## src/rtl/irq_arbiter.sv

```systemverilog
// Fixed-priority interrupt sequencer feeding one core interrupt line.
// Define IRQ_EDGE_EN for edge-captured sources; the default build is level mode.
module irq_arbiter #(
   parameter int NSRC        = 4,
   parameter int IDW         = 2,
   parameter int ACK_TIMEOUT = 64
) (
   input  logic            clk,
   input  logic            rst,
   input  logic [NSRC-1:0] src,
   input  logic            cfg_we,
   input  logic [1:0]      cfg_addr,
   input  logic [NSRC-1:0] cfg_wdata,
   input  logic            irq_ack,
   input  logic            irq_done,
   output logic            irq,
   output logic [IDW-1:0]  irq_id,
   output logic [NSRC-1:0] pending,
   output logic            busy,
   output logic            err
);

   localparam int TW = $clog2(ACK_TIMEOUT);

   typedef enum logic [1:0] {IDLE, REQ, SERVICE} state_t;

   state_t          state, state_d;
   logic [TW-1:0]   timer;
   logic [NSRC-1:0] enable, src_q, pend_q;
   logic [NSRC-1:0] req_vec, set_vec, clr_vec;
   logic [IDW-1:0]  win;
   logic            wr_en, wr_set, wr_clr, wr_err;
   logic            take_ack, timeout;

   assign wr_en  = cfg_we && (cfg_addr == 2'd0);
   assign wr_set = cfg_we && (cfg_addr == 2'd1);
   assign wr_clr = cfg_we && (cfg_addr == 2'd2);
   assign wr_err = cfg_we && (cfg_addr == 2'd3);

   assign take_ack = (state == REQ) && irq_ack;
   assign timeout  = (state == REQ) && !irq_ack && (timer == TW'(ACK_TIMEOUT - 1));

`ifdef IRQ_EDGE_EN
   // pend_q holds everything; a rising edge is captured as a sticky bit
   assign set_vec = (wr_set ? cfg_wdata : '0) | (src & ~src_q);
   assign pending = pend_q;
`else
   // pend_q is the software part only; the sampled level is ORed back in
   assign set_vec = wr_set ? cfg_wdata : '0;
   assign pending = pend_q | src_q;
`endif

   assign clr_vec = (wr_clr ? cfg_wdata : '0) |
                    (take_ack ? (NSRC'(1) << irq_id) : '0);
   assign req_vec = pending & enable;
   assign busy    = (state != IDLE);

   // lowest index wins: scan downward so the last hit is the smallest
   always_comb begin
      win = '0;
      for (int i = NSRC - 1; i >= 0; i--)
         if (req_vec[i]) win = IDW'(i);
   end

   always_ff @(posedge clk or negedge rst) begin
      if (!rst) state <= IDLE;
      else      state <= state_d;
   end

   always_comb begin
      state_d = state;
      case (state)
         IDLE:    if (|req_vec) state_d = REQ;
         REQ:     if (irq_ack) state_d = SERVICE;
                  else if (timeout) state_d = IDLE;
         SERVICE: if (irq_done) state_d = IDLE;
         default: state_d = IDLE;
      endcase
   end

   always_ff @(posedge clk or negedge rst) begin
      if (!rst) begin
         irq    <= 1'b0;
         irq_id <= '0;
         timer  <= '0;
         enable <= '0;
         src_q  <= '0;
         pend_q <= '0;
         err    <= 1'b0;
      end else begin
         irq    <= (state_d == REQ);
         src_q  <= src;
         pend_q <= (pend_q & ~clr_vec) | set_vec;
         if (wr_en) enable <= cfg_wdata;
         if (state == IDLE && state_d == REQ) begin
            irq_id <= win;
            timer  <= '0;
         end else if (state == REQ && timer != TW'(ACK_TIMEOUT - 1)) begin
            timer  <= timer + 1'b1;
         end
         if (timeout)     err <= 1'b1;
         else if (wr_err) err <= 1'b0;
      end
   end

endmodule
```

## config.mk

```make
export PLATFORM = sky130hd
export DESIGN_NAME = irq_arbiter
export DESIGN_NICKNAME = d
export VERILOG_FILES = /design/src/rtl/irq_arbiter.sv
export SDC_FILE = /design/constraint.sdc
export NUM_CORES = 1
export LEC_CHECK = 0
export BUFFER_PORTS_ARGS = -buffer_cell sky130_fd_sc_hd__buf_2
export CAP_MARGIN = 10
export CORE_MARGIN = 1.5
export CORE_UTILIZATION = 30
export CTS_CLUSTER_SIZE = 24
export DETAILED_ROUTE_END_ITERATION = 6
export GPL_ROUTABILITY_DRIVEN = 0
export HOLD_SLACK_MARGIN = 0.15
export REMOVE_ABC_BUFFERS = 1
export SLEW_MARGIN = 20
export SYNTH_ARGS = -nofsm -noshare
export SYNTH_HDL_FRONTEND = slang
export SYNTH_SLANG_ARGS = --single-unit
```

## constraint.sdc

```tcl
create_clock -name clk -period 2.5 [get_ports clk]
set_input_delay 0.25 -clock clk [delete_from_list [all_inputs] [get_ports clk]]
set_output_delay 0.25 -clock clk [all_outputs]
set_load 0.01 [all_outputs]
```

Word level (Yosys, flattened, before mapping)
Index checks and enable logic that the tools add are counted.
{"block": "word_totals", "register_bits": 24, "elab_cells": 56, "input_bits": 15}
{"block": "classes", "n_mux": 16, "eq_ne": 8, "add_sub_neg": 1, "n_shift": 1, "reduce_logical": 16, "bitwise_logic": 6}
{"cell": "2-to-1 mux 2 bit", "count": 8}
{"cell": "2-to-1 mux 4 bit", "count": 3}
{"cell": "2-to-1 mux 6 bit", "count": 2}
{"cell": "OR 4 bit", "count": 3}
{"cell": "logical AND 1 bit", "count": 9}
{"cell": "bitwise AND 4 bit", "count": 2}
{"cell": "adder 6 x 1 -> 6 bit (second input constant)", "count": 1}
{"cell": "== test 2 x 1 -> 1 bit (second input constant)", "count": 3}
{"cell": "== test 2 bit (second input constant)", "count": 3}
{"cell": "== test 6 bit (second input constant)", "count": 1}
{"cell": "inequality test 6 bit (second input constant)", "count": 1}
{"cell": "one-hot mux 2 bit (3 select lines)", "count": 1}
{"cell": "nonzero test 2 bit", "count": 3}
{"cell": "logical NOT 2 bit", "count": 2}
{"cell": "NOT 4 bit", "count": 1}
{"cell": "OR reduction 4 bit", "count": 1}
{"cell": "<< shifter 1 x 2 -> 4 bit (first input constant)", "count": 1}
{"cell": "2-to-1 mux 1 bit", "count": 2}
{"cell": "logical NOT 1 bit", "count": 1}

Logic depth before layout (Yosys ltp)
Gate-level depths: netlist of run 1.
{"block": "depth", "word_depth": 9, "ltp_mapped": 5, "depth_no_buf": 5}

Worst setup path after synthesis of run 1
No wires, ideal clock.
{"block": "synth_timing", "path_kind": "register -> register", "startpoint": "register timer[0]", "endpoint": "register timer[5]", "t_arrival_ns": 1.639, "path_slack_ns": 0.779, "setup_time_ns": 0.081, "stages_incl_launch_ff": 6, "cell_sequence": "dfrtp_1 ha_1 and3_4 a31o_4 or4_1 a21oi_1"}
{"block": "synth_via", "elab_chain_cells": 8}
{"item": "start: declaration", "line_no": "28", "source": "logic [TW-1:0] timer;"}
{"item": "start signal: assignment", "line_no": "99", "source": "timer <= timer + 1'b1;"}
{"item": "== test 6 bit", "line_no": "41", "source": "assign timeout = (state == REQ) && !irq_ack && (timer == TW'(ACK_TIMEOUT - 1));"}
{"item": "logical AND 1 bit", "line_no": "41"}
{"item": "2-to-1 mux 2 bit", "line_no": "75", "source": "else if (timeout) state_d = IDLE;"}
{"item": "2-to-1 mux 2 bit", "line_no": "74", "source": "REQ: if (irq_ack) state_d = SERVICE;"}
{"item": "one-hot mux 2 bit (3 select lines)", "line_no": "72", "source": "case (state)"}
{"item": "== test 2 x 1 -> 1 bit", "line_no": "95", "source": "if (state == IDLE && state_d == REQ) begin"}
{"item": "logical AND 1 bit", "line_no": "95"}
{"item": "2-to-1 mux 6 bit / nonzero test 2 bit (equally long branches)"}
Several ways; a longest one is shown, not always the timed one. The select of a mux whose other input is x is not followed.
A chain may end at the register's enable or synchronous reset.

Worst setup path in the final report of run 1
Ends and elaborated chain as after synthesis.

==> results_dict.tcl, run 1 <==
set metrics [dict create \
    run_status "completed" \
    grtUsageTotal_pct 13.0 \
    finalInstanceArea_sq_um 1370 \
    synth-seq-area-share_pct 54.9 \
    placed_cells 164 \
    post_synth_instance_area_sq_um 1090 \
    synth-main-ff-cell "sky130_fd_sc_hd__dfrtp_1" \
    synthMostInstantiatedCell "sky130_fd_sc_hd__dfrtp_1" \
    ys_types 33 \
    post-route-util_pct 40.0 \
    timing.critical_path.buf_inv 0 \
    critical_path_required_ns 2.76 \
    critical_path.max_stage_delay_ns 0.49 \
    critPathLaunchType "register" \
    final_nets 145 \
    io_buffer_count 23 \
    post_synth_inst_count 98 \
    hpwl_um 1820 \
    power_density_nw_per_um2 957 \
    met1_track_utilization_from_global_routing_pct 16.2 \
    postSynthRegisterBits 24 \
    fin_total_pwr_mw 1.31 \
    worst-path-max-fanout 6 \
    global_route.peak_usage_layer "met2" \
    cpLargestDelayFamily "simple AND/OR/NAND/NOR gates" \
    synth_commonest_cells "sky130_fd_sc_hd__dfrtp_1 (24), sky130_fd_sc_hd__nand2_1 (9), sky130_fd_sc_hd__nor2_1 (7)" \
    timing.final.setup_violations 0 \
    slew_viol_final 0 \
    tns_ns 0 \
    synth_largest_type_area_fraction_pct 54.9 \
    worstSkewPairLatency_ns 0.33 \
    cap_viol_max_count 0 \
    path_cells "ha_1 -> and3_4 -> a31o_4 -> or4_1 -> a21oi_1" \
    synth_enable_flop_cells 0 \
    yosysWarnings 0 \
    finalWirelength_um 2440 \
    drt_first_iter_violations 44 \
    drive_above_1_share_pct 30.5 \
    cts-htree-levels 1 \
    whs_path_depth 2 \
    postRouteAntennaNets 0 \
    gr_util_met2_pct 22.4 \
    tritoncts_buffers 3 \
    antenna_found_initial 0 \
    drc_errors 0 \
    rows 21 \
    area.growth.synth_to_final_pct 25.1 \
    critical_path_arrival_ns 2.08 \
    met3_usage_pct 4.46 \
    cts.sinks 24 \
    hold-path-endpoint "pend_q[3]$_DFF_PN0_" \
    finClkSkew_ns 0.0190 \
    critPathCaptureType "register" \
    post-route-period-util_pct 72.7 \
    grt_pass1_wl_um 4170 \
    io-pin-count 24 \
    grt_overflow_total 0 \
    r2r_end "timer[5]$_DFFE_PN0P_" \
    post-cts-setup-buffer-count 0 \
    post_drt_wl_per_cell_um 14.0 \
    maximum_number_of_pins_on_one_net_before_global_route_repair 25 \
    syn_area_per_cell_sq_um 11.2 \
    finalHoldViolCount 0 \
    grt_pass1_vias 897 \
    drt-pass1-iter-count 4 \
    die_height_um 63.4 \
    viasPerCell 5.12 \
    n_antenna_cell 0 \
    cts_tree "yes" \
    cp_slowest_cell "sky130_fd_sc_hd__or4_1" \
    timing.max_slew.rel_slack_pct 53.8 \
    placed_area_sq_um 1250 \
    synthArstFlopShare_pct 100 \
    clk_root_buf "sky130_fd_sc_hd__clkbuf_4" \
    grt_setup_unrepaired "false" \
    netlist_top_cells_area "sky130_fd_sc_hd__dfrtp_1 (55%), sky130_fd_sc_hd__mux2_2 (5.1%), sky130_fd_sc_hd__a32o_1 (3.7%)" \
    die-area_sq_um 4020 \
    worstHoldStart "cfg_wdata[3]" \
    r2r.worst_path.cells 5 \
    hold_path_class "in -> reg" \
    timing.final.crit_period_ns 1.82 \
    stdcell_count 174 \
    worst_r2r_startpoint "timer[0]$_DFFE_PN0P_" \
    critical_path_class "reg -> reg" \
    worst-slew-pin-transition_ns 0.692 \
    vias 891 \
    irDropWorstVdd_v 0.000501 \
    cts_max_path_buffers 2 \
    r2r_slack_ns 0.68 \
    clk_pin_slew_worst_paths_ns 0.15 \
    fmax_mhz 550 \
    synth.largest_area_cell "sky130_fd_sc_hd__dfrtp_1" \
    initial_utilization_pct 32.0 \
    die-width_um 63.4 \
    floorplan.core_area_sq_um 3420 \
    power.static_leakage_nw 0.583 \
]
cells by family after synthesis:
logic type | count (synthesis) | synth area share (%)
muxes | 5 | 5.15
xor gates and xnor gates | 1 | 0.801
adders and majority gates | 1 | 1.14
buffers and inverters | 4 | 1.37
DFF | 24 | 54.9
and+or+nand+nor | 38 | 18.9
AOI/OAI and AO/OA | 25 | 17.7
worst register-to-register path, stage by stage (launching register included):
cell and delay [ns]:
sky130_fd_sc_hd__dfrtp_1 0.44, sky130_fd_sc_hd__ha_1 0.25, sky130_fd_sc_hd__and3_4 0.17, sky130_fd_sc_hd__a31o_4 0.26, sky130_fd_sc_hd__or4_1 0.49, sky130_fd_sc_hd__a21oi_1 0.16
worst max-delay path by stage:
stage                    startpoint              endpoint  slack (ns)  cells after the start
5_1_grt        timer[0]$_DFFE_PN0P_  timer[5]$_DFFE_PN0P_        0.61                      5
6_report       timer[0]$_DFFE_PN0P_  timer[5]$_DFFE_PN0P_        0.68                      5
2_1_floorplan  timer[0]$_DFFE_PN0P_  timer[5]$_DFFE_PN0P_        0.78                      5
3_5_place_dp   timer[0]$_DFFE_PN0P_  timer[5]$_DFFE_PN0P_        0.69                      5
3_3_place_gp   timer[0]$_DFFE_PN0P_  timer[5]$_DFFE_PN0P_        0.76                      5
4_1_cts        timer[0]$_DFFE_PN0P_  timer[5]$_DFFE_PN0P_        0.67                      5
cell type report:
type                            instances  area [sq um]
Timing Repair Buffer                   29           175
Inverter                                1          3.75
Fill cell                             340          2050
Clock buffer                            3          22.5
Tap cell                               46          57.6
Multi-Input combinational cell         70           478
Clock inverter                          1          30.0
Sequential cell                        24           601
per-stage QoR:
stage	hold slack [ns]	setup WS [ns]
6_report	0.156	0.682
5_1_grt	0.151	0.613
4_1_cts	0.158	0.671
3_5_place_dp	0.262	0.694
3_3_place_gp	0.256	0.759
2_1_floorplan	-0.0456	0.779
routing by layer:
metal  up-vias  routed length, um
met5         -                  0
met4         0                 14
met3         2                137
met2        25               1200
met1       441               1090
li1        423                  -
layout by cell type (no fill, tap or decap), drive strengths merged, types with 2 or more instances in the layout:
cell type    netlist  routed
dfrtp             24      24
buf                0      23
nand2              9       9
nor2               7       7
dlygate4sd3        0       6
nand3              5       5
a21oi              5       5
mux2               5       5
or2                5       5
o21ai              4       4
a32o               4       4
clkbuf             3       3
o21bai             2       2
nand4b             2       2
nand4              2       2
o31ai              2       2
a211oi             2       2
and3               2       2
power by group:
group	leakage, nW	internal (mW)	total (mW)	switching (mW)
combinational	0.255	0.208	0.449	0.242
clock	0.0279	0.162	0.286	0.124
sequential	0.300	0.489	0.573	0.0834
total	0.583	0.859	1.31	0.449
timing repair:
| item | CTS | global route |
|---|---|---|
| endpoints found under the hold margin | 28 | 1 |
| setup endpoints to repair | 0 | 0 |
| resized for setup | 0 | 0 |
| hold buffers | 5 | 1 |
sequential cells by signal, summed over array words and instances, names as in the netlist:
name,flops
enable,4
err,1
pend_q,4
irq_id,2
irq,1
timer,6
src_q,4
state,2
Power figures use the tool's default switching activity.
==> run 2, diff against run 1 <==
ABC_AREA = 1   (was default)
clock period = 1.8 ns   (was 2.5 ns; I/O delays follow)
==> run 2 against run 1 <==
Compared with the run above:
- final cell count rose by 34%
- sequential share of layout area is 3.2 points lower
- die area grew 8.9%
- synthesized cell count grew 57%
- utilization down 0.63 points
- count of clock-buffer cells in the layout up 1
- cell area rose by 7.9%
- largest power group unchanged
- non-clock buffer count did not move
- highest routed layer unchanged
==> results_dict.tcl, run 2 <==
set metrics [dict create \
    drt-pass1-iter-count 4 \
    io_buffer_count 23 \
    initial_utilization_pct 32.0 \
    io-pin-count 24 \
    finalInstanceArea_sq_um 1480 \
    fmax_mhz 747 \
    postRouteAntennaNets 0 \
    worstSkewPairLatency_ns 0.26 \
    post_synth_inst_count 154 \
    timing.max_slew.rel_slack_pct 65.3 \
    cts.sinks 24 \
    grt_pass1_vias 1016 \
    syn_area_per_cell_sq_um 7.77 \
    synth-main-ff-cell "sky130_fd_sc_hd__dfrtp_1" \
    cts-htree-levels 1 \
    regMostFlops "timer" \
    post_synth_xor_area_fraction_pct 0 \
    yosysWarnings 0 \
    drt_first_iter_violations 38 \
    post_synth_instance_area_sq_um 1200 \
    worst-slew-pin-transition_ns 0.521 \
    n_antenna_cell 0 \
    synth_commonest_cells "sky130_fd_sc_hd__nand2_1 (32), sky130_fd_sc_hd__inv_1 (29), sky130_fd_sc_hd__dfrtp_1 (24)" \
    slew_viol_final 0 \
    hpwl_um 1850 \
    layout.cells.most_common "sky130_fd_sc_hd__nand2_1" \
    largest_register_ffs 6 \
    floorplan.core_area_sq_um 3740 \
    die-area_sq_um 4380 \
    die_height_um 66.1 \
    synth-seq-area-share_pct 50.2 \
    grtUsageTotal_pct 12.6 \
    final_nets 203 \
    post_synth_and_or_nand_nor_area_fraction_pct 27.9 \
    finalHoldViolCount 0 \
    worst-path-max-fanout 3 \
    synth_largest_type_area_fraction_pct 50.2 \
    cts_max_path_buffers 2 \
    synth_compound_gate_area_share_pct 10.5 \
    clk_root_buf "sky130_fd_sc_hd__clkbuf_8" \
    antenna_found_initial 0 \
    post_synth_fa_ha_maj_area_fraction_pct 1.05 \
    hold_path_class "in -> reg" \
    power.static_leakage_nw 0.796 \
    netlist_top_cells_area "sky130_fd_sc_hd__dfrtp_1 (50%), sky130_fd_sc_hd__nand2_1 (10%), sky130_fd_sc_hd__inv_1 (9.1%)" \
    cap_viol_max_count 0 \
    finClkSkew_ns 0.00353 \
    synthArstFlopShare_pct 100 \
    grt_overflow_total 0 \
    synth_enable_flop_cells 0 \
    viasPerCell 4.50 \
    critical_path_required_ns 1.62 \
    synthMostInstantiatedCell "sky130_fd_sc_hd__nand2_1" \
    cts_tree "yes" \
    critPathLaunchType "register" \
    layout_common_cells "sky130_fd_sc_hd__nand2_1 (32), sky130_fd_sc_hd__inv_1 (29), sky130_fd_sc_hd__dfrtp_1 (24)" \
    area.growth.synth_to_final_pct 23.3 \
    portion_of_netlist_area_occupied_by_mux_cells_pct 0 \
    vias 1053 \
    maximum_number_of_pins_on_one_net_before_global_route_repair 25 \
    post-route-period-util_pct 74.3 \
    grt_pass1_wl_um 4280 \
    drc_errors 0 \
    post-cts-setup-buffer-count 0 \
    tritoncts_buffers 3 \
    post_drt_wl_per_cell_um 10.1 \
    die-width_um 66.1 \
    irDropWorstVdd_v 0.000636 \
    power_density_nw_per_um2 1200 \
    grt_setup_unrepaired "false" \
    fin_total_pwr_mw 1.76 \
    ys_types 19 \
    rows 22 \
    finalWirelength_um 2360 \
    critPathCaptureType "output port" \
    postSynthRegisterBits 24 \
    run_status "completed" \
    synth_top_family_by_area "simple AND/OR/NAND/NOR gates" \
    critical_path_class "reg -> out" \
    timing.final.setup_violations 0 \
    synth.largest_area_cell "sky130_fd_sc_hd__dfrtp_1" \
    placed_area_sq_um 1360 \
    timing.final.crit_period_ns 1.34 \
    drive_above_1_share_pct 18.3 \
    clk_pin_slew_worst_paths_ns 0.08 \
    critical_path_arrival_ns 1.16 \
    tns_ns 0 \
]
## run 2: cell types whose count changed in the layout (fill, tap and decap cells not counted), moves of 4 or more
cell | previous run | this run
sky130_fd_sc_hd__inv_1 | 1 | 29
sky130_fd_sc_hd__nand2_1 | 9 | 32
sky130_fd_sc_hd__nor2_1 | 7 | 19
sky130_fd_sc_hd__o21ai_0 | 4 | 13
sky130_fd_sc_hd__nand3_1 | 5 | 13
sky130_fd_sc_hd__mux2_2 | 5 | 0
sky130_fd_sc_hd__a21oi_1 | 5 | 1
sky130_fd_sc_hd__a32o_1 | 4 | 0
sky130_fd_sc_hd__clkbuf_8 | 0 | 4
sky130_fd_sc_hd__or2_2 | 4 | 0
## run 2: critical path, cell delays in order (launching register included)
cell                      delay [ns]
sky130_fd_sc_hd__dfrtp_1        0.43
sky130_fd_sc_hd__nor2_1         0.21
sky130_fd_sc_hd__inv_1          0.10
sky130_fd_sc_hd__buf_2          0.15
## run 2: cell type report
class                      instances  area [sq um]
tap                               48          60.1
fill                             401          2270
timing repair buffer              29           175
multi-input combinational         99           472
inverter                          30           113
sequential                        24           601
clock buffer                       4          55.1
## run 2: per-stage QoR
step | hold WS (ns) | instances | utilization, % | setup slack, ns
2_1_floorplan | -0.116 | 153 | - | 0.589
3_3_place_gp | 0.200 | 224 | 36.3 | 0.505
3_5_place_dp | 0.192 | 224 | 36.3 | 0.478
4_1_cts | 0.161 | 234 | 39.4 | 0.454
5_1_grt | 0.188 | 234 | 39.4 | 0.315
6_report | 0.167 | 234 | 39.4 | 0.462
## run 2: cell families (layout without fill, tap and decap cells)
family                     count (synthesis)  in the layout
AOI/OAI and AO/OA                         22             22
adders and majority gates                  1              1
buffers and inverters                     31             63
DFF                                       24             24
and+or+nand+nor                           76             76
## run 2: power breakdown
part / switching (mW) / internal, mW
Clock: 0.167 / 0.195
Sequential: 0.119 / 0.673
Combinational: 0.380 / 0.229
Total: 0.667 / 1.10
## run 2: worst paths after layout
check	startpoint	end	slack, ns	cells past startpoint
hold reg to reg	enable[0]$_DFFE_PN0P_	enable[0]$_DFFE_PN0P_	0.52	2
setup reg to reg	timer[0]$_DFFE_PN0P_	timer[1]$_DFFE_PN0P_	0.46	9
setup / recovery	state[1]$_DFF_PN0_	busy	0.46	3
hold / removal	irq_ack	state[0]$_DFF_PN0_	0.17	2
max in group asynchronous	rst	irq_id[1]$_DFFE_PN0P_	1.03	2
min in group asynchronous	rst	src_q[2]$_DFF_PN0_	0.42	2
## run 2: metal layers
metal,vias to the layer above,global-route usage [%],routed length (um)
met5,-,0,0
met4,0,5.36,47
met3,4,1.53,77
met2,15,20.3,1030
met1,482,17.1,1200
li1,552,-,-
## run 2: repair_timing
action                                 4_1_cts  5_1_grt
gates resized for setup                      0        0
hold buffers                                 6        0
endpoints found under the hold margin       29        0
